===== src/rtl/uart_tx_pkg.sv =====
// Shared types and constants for the UART transmit control path.
// STOP2 state is only reachable when UART_TX_STOP2_EN is defined.
package uart_tx_pkg;

   typedef enum logic [2:0] {
      StIdle,
      StStart,
      StData,
      StParity,
      StStop,
      StStop2
   } tx_state_e;

   localparam logic [1:0] MUX_START = 2'b00;
   localparam logic [1:0] MUX_STOP  = 2'b01;
   localparam logic [1:0] MUX_DATA  = 2'b10;
   localparam logic [1:0] MUX_PAR   = 2'b11;

   // Bit-counter width; kept at least 1 so a degenerate width still elaborates.
   function automatic int unsigned cnt_width(input int unsigned data_width);
      return (data_width > 1) ? $clog2(data_width) : 1;
   endfunction

endpackage


===== src/rtl/uart_tx_serializer.sv =====
// Payload shift register and bit counter; emits bits LSB-first and flags the last one.
module uart_tx_serializer
   import uart_tx_pkg::*;
#(
   parameter int unsigned DATA_WIDTH = 8
) (
   input  logic                  CLK,
   input  logic                  RST,
   input  logic                  load,
   input  logic                  shift_en,
   input  logic [DATA_WIDTH-1:0] p_data,
   output logic                  ser_data,
   output logic                  ser_done
);

   localparam int unsigned CNT_W = cnt_width(DATA_WIDTH);
   localparam logic [CNT_W-1:0] LAST_BIT = CNT_W'(DATA_WIDTH - 1);

   logic [DATA_WIDTH-1:0] shreg_q, shreg_d;
   logic [CNT_W-1:0]      cnt_q, cnt_d;

   assign ser_data = shreg_q[0];
   assign ser_done = (cnt_q == LAST_BIT);

   always_comb begin
      shreg_d = shreg_q;
      cnt_d   = cnt_q;
      if (load) begin
         shreg_d = p_data;
         cnt_d   = '0;
      end else if (shift_en) begin
         shreg_d = shreg_q >> 1;
         cnt_d   = ser_done ? '0 : cnt_q + CNT_W'(1);
      end
   end

   always_ff @(posedge CLK or negedge RST) begin
      if (!RST) begin
         shreg_q <= '0;
         cnt_q   <= '0;
      end else begin
         shreg_q <= shreg_d;
         cnt_q   <= cnt_d;
      end
   end

endmodule


===== src/rtl/uart_tx_ctrl.sv =====
// UART transmit framing FSM: start, LSB-first data, optional parity, stop.
// Define UART_TX_STOP2_EN to add a second stop bit (accept then happens in STOP2).
module uart_tx_ctrl
   import uart_tx_pkg::*;
#(
   parameter int unsigned DATA_WIDTH = 8
) (
   input  logic                  CLK,
   input  logic                  RST,
   input  logic [DATA_WIDTH-1:0] P_DATA,
   input  logic                  DATA_VALID,
   input  logic                  PAR_EN,
   input  logic                  PAR_TYP,
   output logic                  ser_data,
   output logic                  PAR_BIT,
   output logic [1:0]            mux_sel,
   output logic                  busy
);

`ifdef UART_TX_STOP2_EN
   localparam tx_state_e LAST_STOP = StStop2;
`else
   localparam tx_state_e LAST_STOP = StStop;
`endif

   tx_state_e state_q, state_d;
   logic      par_bit_q, par_en_q;
   logic      accept, shift_en, ser_done;

   uart_tx_serializer #(
      .DATA_WIDTH (DATA_WIDTH)
   ) u_serializer (
      .CLK      (CLK),
      .RST      (RST),
      .load     (accept),
      .shift_en (shift_en),
      .p_data   (P_DATA),
      .ser_data (ser_data),
      .ser_done (ser_done)
   );

   // New frames are only taken when the line is idle or in its final stop bit.
   assign accept  = DATA_VALID && (state_q == StIdle || state_q == LAST_STOP);
   assign PAR_BIT = par_bit_q;

   always_comb begin
      state_d  = state_q;
      shift_en = 1'b0;
      mux_sel  = MUX_STOP;
      busy     = 1'b0;
      unique case (state_q)
         StIdle: begin
            if (accept) state_d = StStart;
         end
         StStart: begin
            mux_sel = MUX_START;
            busy    = 1'b1;
            state_d = StData;
         end
         StData: begin
            mux_sel  = MUX_DATA;
            busy     = 1'b1;
            shift_en = 1'b1;
            if (ser_done) state_d = par_en_q ? StParity : StStop;
         end
         StParity: begin
            mux_sel = MUX_PAR;
            busy    = 1'b1;
            state_d = StStop;
         end
         StStop: begin
            busy = 1'b1;
`ifdef UART_TX_STOP2_EN
            state_d = StStop2;
`else
            state_d = accept ? StStart : StIdle;
`endif
         end
`ifdef UART_TX_STOP2_EN
         StStop2: begin
            busy    = 1'b1;
            state_d = accept ? StStart : StIdle;
         end
`endif
         default: state_d = StIdle;
      endcase
   end

   always_ff @(posedge CLK or negedge RST) begin
      if (!RST) begin
         state_q   <= StIdle;
         par_bit_q <= 1'b0;
         par_en_q  <= 1'b0;
      end else begin
         state_q <= state_d;
         if (accept) begin
            par_bit_q <= (^P_DATA) ^ PAR_TYP;
            par_en_q  <= PAR_EN;
         end
      end
   end

endmodule


===== config.mk =====
export PLATFORM = sky130hd
export DESIGN_NAME = uart_tx_ctrl
export DESIGN_NICKNAME = d
export VERILOG_FILES = /design/src/rtl/uart_tx_pkg.sv /design/src/rtl/uart_tx_serializer.sv /design/src/rtl/uart_tx_ctrl.sv
export SDC_FILE = /design/constraint.sdc
export NUM_CORES = 1
export LEC_CHECK = 0
export CORE_MARGIN = 2
export CORE_UTILIZATION = 49
export DETAILED_ROUTE_END_ITERATION = 8
export GPL_TIMING_DRIVEN = 0
export PLACE_DENSITY = 0.86
export SETUP_SLACK_MARGIN = 0.1
export SYNTH_ARGS = -nofsm -noshare
export SYNTH_HDL_FRONTEND = slang
export SYNTH_SLANG_ARGS = --single-unit

===== constraint.sdc =====
create_clock -name CLK -period 1.9 [get_ports CLK]
set_input_delay 0.285 -clock CLK [delete_from_list [all_inputs] [get_ports CLK]]
set_output_delay 0.285 -clock CLK [all_outputs]
set_load 0.03 [all_outputs]

==> metrics.csv <==
stage,metric,value,unit
finish,Synth-to-Final Area Change,25.6,%
worst_hold_path,Worst Hold Class,in -> async,
global_routing,Total GRT Usage,0.159,
global_routing,vias in the first global route,584,
detailed_routing,drt first-iter violations,3,
cts,worst skew pair latency,0.29,ns
floorplan,DIE AREA,2110,um^2
cts,clock sink count,16,
detailed_routing,Metal-1 WL,668,um
logic_synthesis,"Seq/Total Area, Yosys",0.465,
logic_synthesis,Yosys reg bits,16,
cts,clock transition at the registers of the reported paths,0.09,ns
power_and_ir_drop,peak supply drop,806,uV
detailed_routing,Avg WL per Cell,12.6,um
worst_setup_path,crit-path max cell delay,0.39,ns
cts,clk buf depth,2,
run,Max-cap violations,0,
place,gpl congestion,0.724,
finish,layout cells sized above 1,0.153,
timing,Highest Clock Rate,0.586,GHz
timing,final hold violations,0,
power_and_ir_drop,part of the power in registers,0.330,
worst_setup_path,Reg2Reg Depth,6,
cts,H-tree lvl count,1,
power_and_ir_drop,Net Sw Power,0.684,mW
global_routing,global-route wire length before repair,2370,um
power_and_ir_drop,clock share of power,0.134,
cts,# resized after CTS,3,
detailed_routing,total length of routed met3 wires,51,um
power_and_ir_drop,overall power,1.69,mW
floorplan,I/O Pins,18,
timing,# setup viols final,0,
power_and_ir_drop,Pwr Density,1560,nW/um^2
floorplan,die height,45.9,um
timing,fin crit share,0.898,
worst_setup_path,Crit Reg-Reg Endpoint,u_serializer.shreg_q[7],
logic_synthesis,syn_nets,92,
worst_setup_path,critical path endpoint category,output pin,
cts,TritonCTS clock tree,yes,
cts,post-CTS setup buffer count,0,
worst_setup_path,Worst EP required,1.62,ns
detailed_routing,Top Layer Used,met4,
timing,Slew @ Worst Pin,0.718,ns
logic_synthesis,"Avg Cell Area, Syn",11.2,um^2
timing,Final min period,1.71,ns
timing,Slew HR,0.520,
status,status,"finished, final reports clean",
detailed_routing,DRC Markers,0,
power_and_ir_drop,sw frac,0.406,
global_routing,largest net degree at the start of global routing,17,
floorplan,Die Width,45.9,um
power_and_ir_drop,logic gate share of total power,0.536,
logic_synthesis,Syn Std Cell Area,861,um^2
global_routing,initial antenna violation count,0,
detailed_routing,vias post-DR,593,
cts,CTS Buf Count,3,
worst_setup_path,Worst EP arrival,1.42,ns
worst_setup_path,CP Launch Type,flip-flop,
place,DP HPWL,1100,um
timing,RSZ-0062 raised after global routing,no,
detailed_routing,Detail Route Antenna Nets,0,
power_and_ir_drop,P_leak,0.492,nW
timing,Sum Neg Setup Slack,0,ns
worst_setup_path,flop-to-flop setup slack,0.40,ns
floorplan,Core ar.,1690,um^2
worst_setup_path,Worst Path Max Fanout,8,
logic_synthesis,Yosys warning count,0,
worst_setup_path,worst-path cell chain,"buf_6, xor2_1, nand2b_1, dlygate4sd2_1",
detailed_routing,final WL,1450,um
worst_setup_path,"slowest stage cell, crit path",dlygate4sd2_1,
power_and_ir_drop,internal power,1.00,mW
worst_setup_path,Reg-to-Reg Start,state_q[0],
logic_synthesis,Mapped Cells,77,
detailed_routing,DR WL met2,686,um
logic_synthesis,post-synth cell types,24,
timing,Max Slew Vio Count,0,
global_routing,grt total ovfl,0,
finish,Final nets,114,
floorplan,initial core utilization,0.510,
place,Port Buffer Count,17,
detailed_routing,first-pass detailed-route iteration total,3,
detailed_routing,routed vias/inst,5.16,
timing,skew final,0.00132,ns
cts,hold_buf cts,0,
floorplan,FP Rows,15,
worst_setup_path,"Worst Path Class, Setup",reg -> out,
finish,diode count,0,
cts,clock root cell,clkbuf_4,
registers in the layout, summed over array words and instances (netlist names):
signal	cells
u_serializer.shreg_q	8
u_serializer.cnt_q	3
state_q	3
par_en_q	1
PAR_BIT	1
per-layer routing:
metal	track usage	vias up
met2	0.250	13
met3	0.0278	5
met4	0.103	0
met1	0.198	273
li1	-	302
met5	0	-
metrics by stage:
stage / hold WS [ns] / std cells / instance area (um^2) / util / setup WS [ns]
floorplan: -0.0106 / 77 / 861 / - / 0.515
finish: 0.418 / 115 / 1080 / 0.640 / 0.194
global route: 0.473 / 115 / 1080 / 0.640 / 0.141
global placement: 0.462 / 111 / 1050 / 0.623 / 0.0619
detailed placement: 0.467 / 111 / 1050 / 0.623 / 0.0574
CTS: 0.445 / 115 / 1080 / 0.642 / 0.108
power groups by stage:
| stage | logic, mW | registers [mW] | clock network (mW) |
|---|---|---|---|
| 6_report | 0.904 | 0.557 | 0.225 |
| 5_1_grt | 0.998 | 0.574 | 0.247 |
| 4_1_cts | 0.923 | 0.558 | 0.233 |
| 3_5_place_dp | 0.951 | 0.566 | 0 |
| 3_3_place_gp | 0.929 | 0.557 | 0 |
| 2_1_floorplan | 0.659 | 0.590 | 0 |
cells in the mapped netlist:
cell       n  area, um^2
mux2_4     1        15.0
nand2b_1   3        18.8
nor3_1     1        5.00
a21oi_1    3        15.0
xor2_1     2        17.5
o21ai_0    2        10.0
ha_1       2        25.0
nor3b_2    1        12.5
nor3b_4    1        18.8
a22o_1     2        17.5
nor2_1     5        18.8
xnor3_1    1        22.5
buf_2      2        10.0
mux2_2     1        11.3
nand3_1    1        5.00
xnor2_1    6        52.6
dfrtp_1   16         400
mux2i_1    8        80.1
o21ai_1    5        25.0
o21ai_2    1        8.76
nand2_1    8        30.0
inv_1      2        7.51
nor2_4     1        11.3
buf_6      2        22.5
placed cells by master (no fill, tap or decap):
master and instances:
clkbuf_2 1, mux2_2 1, o21ai_0 2, clkbuf_8 1, nand3_1 1, nand2_1 8, dlygate4sd2_1 2, xnor2_1 6
nor3b_2 1, xor2_1 2, a22o_1 2, a21oi_1 3, o21ai_1 5, clkdlybuf4s50_1 14, mux2_4 1, ha_1 2
nor3_1 1, nor3b_4 1, nor2_4 1, clkbuf_4 3, xnor3_1 1, buf_2 2, mux2i_1 8, o21ai_2 1
buf_6 2, dfrtp_1 16, inv_1 2, nor2_1 5, nand2b_1 3
worst max-delay path: cells and delay by family (launching register included):
| family | cells | cell delay [ns] |
|---|---|---|
| flip-flops | 1 | 0.38 |
| buffers and inverters | 2 | 0.53 |
| XOR/XNOR | 1 | 0.15 |
| AND/OR/NAND/NOR | 1 | 0.06 |
how the worst max path moves through the flow:
| stage | cells past startpoint | slack, ns | from | end |
|---|---|---|---|---|
| after CTS | 4 | 0.11 | state_q[1] | busy |
| after floorplan | 5 | 0.51 | state_q[0] | u_serializer.shreg_q[2] |
| after detailed placement | 5 | 0.06 | P_DATA[1] | PAR_BIT |
| after global routing | 4 | 0.14 | state_q[1] | mux_sel[0] |
| final | 4 | 0.19 | state_q[0] | mux_sel[0] |
| after global placement | 5 | 0.06 | P_DATA[1] | PAR_BIT |
cell type report:
cell class	instances	area (um^2)
Sequential cell	16	400
Clock buffer	4	36.3
Tap cell	17	21.3
Fill cell	136	608
Multi-Input combinational cell	55	420
Timing Repair Buffer	17	163
Inverter	2	7.51
Buffer	4	32.5
logic make-up after synthesis:
group           Yosys count  synth area share
compound gates           13            0.0887
xor+xnor                  9             0.108
fa+ha+maj                 2            0.0291
buf+inv                   6            0.0465
flops                    16             0.465
mux                      10             0.124
simple gates             21             0.140
Power figures use the tool's default switching activity.
